File: src/rtl/mem_port_arbiter.sv
// Arbitrates instruction fetch and data load/store onto one single-ported memory,
// one transaction at a time, with a bounded wait for the memory ready handshake.
module mem_port_arbiter #(
   parameter int MAX_WAIT = 15
) (
   input  logic        clk,
   input  logic        rst,
   input  logic        halted,
   input  logic        if_req,
   input  logic [29:0] if_addr,
   output logic        if_ack,
   output logic        if_err,
   output logic [31:0] if_rdata,
   input  logic        d_req,
   input  logic        d_we,
   input  logic [29:0] d_addr,
   input  logic [31:0] d_wdata,
   output logic        d_ack,
   output logic        d_err,
   output logic [31:0] d_rdata,
   output logic        m_req,
   output logic        m_we,
   output logic [29:0] m_addr,
   output logic [31:0] m_wdata,
   input  logic [31:0] m_rdata,
   input  logic        m_ready,
   output logic        busy
);

   typedef enum logic [1:0] {
      ST_IDLE  = 2'd0,
      ST_FETCH = 2'd1,
      ST_DATA  = 2'd2
   } state_t;

   localparam logic       PORT_FETCH = 1'b0;
   localparam logic       PORT_DATA  = 1'b1;
   localparam logic [7:0] WAIT_LIMIT = 8'(MAX_WAIT - 1);

   state_t      state_r, state_s;
   logic [7:0]  cnt_r, cnt_s;
   logic        last_r, last_s;
   logic        m_req_r, m_req_s;
   logic        m_we_r, m_we_s;
   logic [29:0] m_addr_r, m_addr_s;
   logic [31:0] m_wdata_r, m_wdata_s;
   logic        if_ack_r, if_ack_s, if_err_r, if_err_s;
   logic        d_ack_r, d_ack_s, d_err_r, d_err_s;
   logic [31:0] if_rdata_r, if_rdata_s, d_rdata_r, d_rdata_s;
   logic        fetch_ok_s, data_ok_s;

   // A requester being acknowledged this cycle must not be granted again on the same edge.
   assign fetch_ok_s = if_req & ~halted & ~if_ack_r;
   assign data_ok_s  = d_req & ~d_ack_r;

   // Next-state and next-output computation for the transaction sequencer.
   always_comb begin
      state_s    = state_r;
      cnt_s      = cnt_r;
      last_s     = last_r;
      m_req_s    = m_req_r;
      m_we_s     = m_we_r;
      m_addr_s   = m_addr_r;
      m_wdata_s  = m_wdata_r;
      if_ack_s   = 1'b0;
      if_err_s   = 1'b0;
      d_ack_s    = 1'b0;
      d_err_s    = 1'b0;
      if_rdata_s = if_rdata_r;
      d_rdata_s  = d_rdata_r;
      case (state_r)
         ST_IDLE: begin
            if (fetch_ok_s && (!data_ok_s || (last_r == PORT_DATA))) begin
               state_s   = ST_FETCH;
               cnt_s     = 8'd0;
               last_s    = PORT_FETCH;
               m_req_s   = 1'b1;
               m_we_s    = 1'b0;
               m_addr_s  = if_addr;
               m_wdata_s = 32'd0;
            end else if (data_ok_s) begin
               state_s   = ST_DATA;
               cnt_s     = 8'd0;
               last_s    = PORT_DATA;
               m_req_s   = 1'b1;
               m_we_s    = d_we;
               m_addr_s  = d_addr;
               m_wdata_s = d_wdata;
            end else begin
               m_req_s = 1'b0;
            end
         end
         ST_FETCH, ST_DATA: begin
            // Ready on the limit cycle still counts as a normal completion.
            if (m_ready || (cnt_r == WAIT_LIMIT)) begin
               state_s = ST_IDLE;
               m_req_s = 1'b0;
               m_we_s  = 1'b0;
               if (state_r == ST_FETCH) begin
                  if_ack_s   = 1'b1;
                  if_err_s   = ~m_ready;
                  if_rdata_s = m_ready ? m_rdata : 32'd0;
               end else begin
                  d_ack_s = 1'b1;
                  d_err_s = ~m_ready;
                  if (!m_we_r) begin
                     d_rdata_s = m_ready ? m_rdata : 32'd0;
                  end else begin
                     d_rdata_s = d_rdata_r;
                  end
               end
            end else begin
               cnt_s = cnt_r + 8'd1;
            end
         end
         default: begin
            state_s = ST_IDLE;
            m_req_s = 1'b0;
            m_we_s  = 1'b0;
         end
      endcase
   end

   // State and output registers with synchronous active-low reset.
   always_ff @(posedge clk) begin
      if (!rst) begin
         state_r    <= ST_IDLE;
         cnt_r      <= 8'd0;
         last_r     <= PORT_DATA;
         m_req_r    <= 1'b0;
         m_we_r     <= 1'b0;
         m_addr_r   <= 30'd0;
         m_wdata_r  <= 32'd0;
         if_ack_r   <= 1'b0;
         if_err_r   <= 1'b0;
         d_ack_r    <= 1'b0;
         d_err_r    <= 1'b0;
         if_rdata_r <= 32'd0;
         d_rdata_r  <= 32'd0;
      end else begin
         state_r    <= state_s;
         cnt_r      <= cnt_s;
         last_r     <= last_s;
         m_req_r    <= m_req_s;
         m_we_r     <= m_we_s;
         m_addr_r   <= m_addr_s;
         m_wdata_r  <= m_wdata_s;
         if_ack_r   <= if_ack_s;
         if_err_r   <= if_err_s;
         d_ack_r    <= d_ack_s;
         d_err_r    <= d_err_s;
         if_rdata_r <= if_rdata_s;
         d_rdata_r  <= d_rdata_s;
      end
   end

   assign m_req    = m_req_r;
   assign busy     = m_req_r;
   assign m_we     = m_we_r;
   assign m_addr   = m_addr_r;
   assign m_wdata  = m_wdata_r;
   assign if_ack   = if_ack_r;
   assign if_err   = if_err_r;
   assign d_ack    = d_ack_r;
   assign d_err    = d_err_r;
   assign if_rdata = if_rdata_r;
   assign d_rdata  = d_rdata_r;

endmodule

File: config.mk
export PLATFORM = sky130hd
export DESIGN_NAME = mem_port_arbiter
export DESIGN_NICKNAME = d
export VERILOG_FILES = /design/src/rtl/mem_port_arbiter.sv
export SDC_FILE = /design/constraint.sdc
export NUM_CORES = 1
export LEC_CHECK = 0
export ABC_CLOCK_PERIOD_IN_PS = 2800
export BUFFER_PORTS_ARGS = -buffer_cell sky130_fd_sc_hd__buf_2
export CORE_MARGIN = 3
export CORE_UTILIZATION = 44
export DETAILED_ROUTE_END_ITERATION = 7
export PLACE_DENSITY = 0.8
export SLEW_MARGIN = 20
export SYNTH_ARGS = -nofsm -noshare
export SYNTH_HDL_FRONTEND = slang
export SYNTH_SLANG_ARGS = --single-unit
File: constraint.sdc
create_clock -name clk -period 2.8 [get_ports clk]
set_clock_uncertainty 0.05 [all_clocks]
set_input_delay 0.14 -clock clk [delete_from_list [all_inputs] [get_ports clk]]
set_output_delay 0.14 -clock clk [all_outputs]
set_load 0.1 [all_outputs]
Yosys cells after proc, flatten, opt, wreduce, memory -nomap -nowiden
Cells that the tools add are included.
Storage, ports and cells
  bits in registers: 143
  input port bits: 131
  output and inout bits: 133
  logic and storage cells: 72
Cells by class
  add/subtract/negate cells: 1
  equal/unequal tests: 6
  multiplexer cells: 24
  bitwise gates (word level): 12
  reduce and logical (&&, ||, !) cells: 16
Operator list (count)
  $mux W32: 3
  $mux W30: 2
  $mux W8: 3
  $pmux W8 S2: 1
  $mux W1: 9
  $not A1 Y1: 9
  $reduce_and A3 Y1: 3
  $add A8 B1 Y8 const B: 1
  $eq A8 B4 Y1 const B: 1
  $reduce_and A4 Y1: 2
  $mux W2: 3
  $ne A2 B2 Y1 const B: 2
  $pmux W1 S2: 2
  $pmux W2 S2: 1
  $reduce_and A2 Y1: 2
  $reduce_bool A2 Y1: 2
  $reduce_or A4 Y1: 1
  $and A1 B1 Y1: 3
  $ne A3 B3 Y1 const B: 1
  $eq A2 B1 Y1 const B: 1
  $eq A2 B2 Y1 const B: 1
  $logic_not A2 Y1: 1
  $logic_or A1 B1 Y1: 2
  $reduce_or A2 Y1: 1
  other kinds (2): 2

Logic depth before layout (Yosys ltp)
  depth after elaboration: 7
  mapped depth: 8
  depth with buffers taken out: 6

Worst setup path after synthesis
Ideal clock, no wire load.
  path kind: flip-flop to flip-flop
  start point: register d_ack_r (netlist: d_ack)
  end point: register m_wdata_r[12] (netlist: m_wdata[12])
  setup time: 68 ps
  data arrival time: 2065 ps
  required time: 2682 ps
  slack: 616 ps
  cell stages (with the launch flop): 6
  path buffers: 1
  period minus slack after synthesis: 2184 ps
  path through: dfxtp_1 and2b_1 o21ai_2 clkbuf_1 a22oi_1 nor2_1
Between the ends
  cells in the longest elaborated chain, start to end: 7
  elaborated cells between the ends (all ways): 8
  classes of those cells: 1 x mux; 2 x bitwise; 5 x reduce/logical
RTL lines
  start, declared: line 48  | logic d_ack_r, d_ack_s, d_err_r, d_err_s;
  start signal, assigned: line 150  | d_ack_r <= d_ack_s;
  $not A1 Y1 (*): line 54  | assign data_ok_s = d_req & ~d_ack_r;
  $and A1 B1 Y1 (*): line 54
  $logic_not A1 Y1: line 73  | if (fetch_ok_s && (!data_ok_s || (last_r == PORT_DATA))) begin
  $logic_or A1 B1 Y1: line 73
  $logic_and A1 B1 Y1: line 73
  $reduce_bool A2 Y1 (no source line)
  $reduce_and A2 Y1 (no source line)
  end signal, assigned: line 147  | m_wdata_r <= m_wdata_s;
  end, declared: line 46  | logic [31:0] m_wdata_r, m_wdata_s;
Mark *: on every way between the ends. The rest lies on a longest branch, timed or not.
A chain may end at the register's enable or synchronous reset.

Worst setup path in the final report
  start point: register state_r[1]
  end point: register d_rdata_r[6] (netlist: d_rdata[6])
Between the ends
  cells in the longest elaborated chain, start to end: 3
  elaborated cells between the ends (all ways): 5
  classes of those cells: 2 x eq/ne; 1 x bitwise; 2 x reduce/logical
RTL lines
  start, declared: line 40  | state_t state_r, state_s;
  start signal, assigned: line 141  | state_r <= state_s;
  $eq A2 B1 Y1 / $eq A2 B2 Y1 (equally long branches): line 71, 99
  $reduce_or A2 Y1 / $not A1 Y1 (equally long branches)
  $reduce_and A4 Y1 (no source line) (*)
  end signal, assigned: line 153  | d_rdata_r <= d_rdata_s;
  end, declared: line 49  | logic [31:0] if_rdata_r, if_rdata_s, d_rdata_r, d_rdata_s;
Marked as above.

==> metrics.md <==
| Metric | Value |
|---|---|
| First-pass GRT wire length | between 20 and 30 mm |
| Filler cells | between 1000 and 1500 |
| Synth Warn # | 0 |
| Clk slew on worst S/H paths | 0.05 ns |
| Routed len/inst | about 16 microns |
| EDFF count, synth | 0 |
| Synth Flop Type | dfxtp_1 |
| Setup Crit Path Kind | register to register |
| Total of max-cap violations | 0 |
| Clock latency on the worst-skew pair | roughly 0.4 ns |
| CTS Hold Buffers Added | between 60 and 70 |
| Share of the synthesized area in the top cell type | 0.485 |
| Hold Fails Final Rpt | 0 |
| # diodes | 0 |
| CP arrival | ~2.6 ns |
| Lkg Pwr | approximately 3.7 nW |
| Required @ worst endpoint | about 3 ns |
| Type of origin of the critical path | register |
| Final setup fails | 0 |
| Clock Path Buffers | 2 |
| Hold crit path type | input pin to register |
| Largest net degree at the start of global routing | 75 |
| Worst Path Max Fanout | 33 |
| DP Cell Count | 1034 |
| Final wirelength | 18.6 mm |
| Die width | 122 microns |
| Pre-CTS setup slack | around 0.53 ns |
| CORE AREA | between 10000 and 15000 sq um |
| VDD IR max | about 0.00056 V |
| Synth unique cells | between 40 and 50 |
| GPL Wtd Cong | slightly above 0.8 |
| Initial antenna violation count | 0 |
| Slew margin rel. | 0.470 |
| Mapped Avg Cell Area | approximately 9 sq um |
| Worst Tran Pin Value | between 0.7 and 0.8 ns |
| Num Clock Sinks | ~140 |
| Die Y | ~120 microns |
| Max H-tree Level | 4 |
| Final core occ | 0.663 |
| Fin worst setup slack | 0.464 ns |
| Ys async rst share | 0 |
| DRC viols | 0 |
| PortBufs | between 200 and 300 |
| Grt total ovfl | 0 |
| Starting DRT DRC Count | about 600 |
| Routed Antenna Nets | 0 |
| Drt pass-1 iters | 5 |
| Mapped Nets | between 700 and 800 |
| Post_cts resized | 0 |
| Layout cells sized above 1 | 0.332 |
| Worst R2R Setup Slack | between 0.4 and 0.5 ns |
| Sequential-to-total area share from yosys stat | 0.485 |
| Final std cells w/o fill | ~1100 |
| Period utilization | 0.834 |
| CTS tree | yes |
| Count leader, synth | dfxtp_1 |
| DR vias | approximately 6200 |
| Setup TNS | 0 ns |
| Synth area leader | dfxtp_1 |
| Vias per std cell | ~5.5 |
| Synth top cells by count | dfxtp_1, o21ai_0, nor2_1 |
| Global Route Usage Sum | 0.243 |
| Final Max Slew Viols | 0 |
| Outcome | complete, no violations |
| Cell Pwr Density | roughly 740 nW/um^2 |
| Layout area overhead | 44.9% |
| Min Tclk post-route | about 2.3 ns |
| Post-Syn Area | slightly below 6000 sq um |
| Fmax | approximately 430 MHz |
| Area contributors post-synth | dfxtp_1, o21ai_0, mux2i_1 |
| CP Capture Type | register |
| Detailed Place HPWL | roughly 12 mm |
| I/O pin cnt | about 260 |
| RSZ-0062 raised after global routing | no |
| Fin nets | ~1100 |
| #FFs+latches synth | approximately 140 |
| Total CTS buffers | 17 |
| Cells after synthesis | about 660 |
| FP Rows | 41 |
| CTS Root Cell | clkbuf_16 |
| Hold WS | ~0.014 ns |
| Initial core utilization | 0.458 |
| Vias in the first global route | between 5000 and 6000 |
| Die Footprint | approximately 15000 sq um |
| Setup bufs post-CTS | 0 |
## state kept, by name, indices dropped and copies added, names as in the netlist
| signal | count |
|---|---|
| busy | 1 |
| cnt_r | 8 |
| d_ack | 1 |
| d_err | 1 |
| d_rdata | 32 |
| if_ack | 1 |
| if_err | 1 |
| if_rdata | 32 |
| last_r | 1 |
| m_addr | 30 |
| m_wdata | 32 |
| m_we | 1 |
| state_r | 2 |
## per-stage QoR
stage | cell area, sq um | power (W)
after floorplan | 5900 | 0.00360
after global placement | 7280 | 0.00394
after detailed placement | 7280 | 0.00395
after CTS | 8540 | 0.00632
after global routing | 8540 | 0.00652
final | 8540 | 0.00631
## layer usage
| layer | part of all wire | track usage | up-vias | wire (microns) |
|---|---|---|---|---|
| li1 | - | - | 3015 | - |
| met1 | 0.42 | 0.320 | 2866 | 7740 |
| met2 | 0.49 | 0.395 | 301 | 9110 |
| met3 | 0.080 | 0.0636 | 21 | 1500 |
| met4 | 0.015 | 0.0714 | 0 | 278 |
| met5 | 0 | 0 | - | 0 |
## power by group
| part | internal [W] | total [W] | switching, W | leakage [nW] |
|---|---|---|---|---|
| Clock | 0.00151 | 0.00231 | 0.000802 | 0.295 |
| Combinational | 0.000389 | 0.00177 | 0.00138 | 2.25 |
| Sequential | 0.00216 | 0.00223 | 0.0000671 | 1.17 |
| Total | 0.00406 | 0.00631 | 0.00225 | 3.71 |
## placed cells by master (no fill, tap or decap), types with 4 or more instances in the layout
cell           synthesis  final
nand4_1               32     32
inv_1                  7      6
a21oi_1               42     42
nand2_1                7      7
dfxtp_1              143    143
buf_2                  9    263
o21ai_1                4      4
a22oi_1               32     32
nand3_1               36     36
mux2i_1               31     31
o21ai_0               71     71
clkbuf_8               0      5
dlygate4sd3_1          0     65
o211ai_1              36     36
nor2_1                67     67
ha_1                   5      5
buf_4                  5     15
clkbuf_16              0     17
a211oi_1              31     31
## area by class of cell
cell class | count | area (sq um) | area share
multi-input combinational | 433 | 2730 | 0.319
sequential | 143 | 2860 | 0.335
clock inverter | 5 | 103 | 0.0120
tap | 172 | 215 | 0.0252
timing repair buffer | 344 | 2100 | 0.246
inverter | 7 | 27.5 | 0.00322
clock buffer | 25 | 505 | 0.0592
## path summary, 6_finish.rpt
path               startpoint          end  depth (start not counted)
hold / removal      d_addr[3]    m_addr[3]                          3
hold reg to reg   if_rdata[4]  if_rdata[4]                          2
setup / recovery   state_r[1]   d_rdata[6]                          6
setup reg to reg   state_r[1]   d_rdata[6]                          6
## worst max-delay path, cell delays in order, from the launching register on
cell and delay [ns]:
dfxtp_1 0.30, inv_1 0.09, ha_1 0.44, or2_2 0.65, or2_1 0.18, buf_4 0.31
o21ai_0 0.15
## cell families after synthesis
| family | synth area share |
|---|---|
| AOI/OAI and AO/OA | 0.244 |
| adders and majority gates | 0.0106 |
| buffers and inverters | 0.0567 |
| DFF | 0.485 |
| muxes | 0.0526 |
| and+or+nand+nor | 0.150 |
No activity file was read; power rests on OpenSTA's default activity.
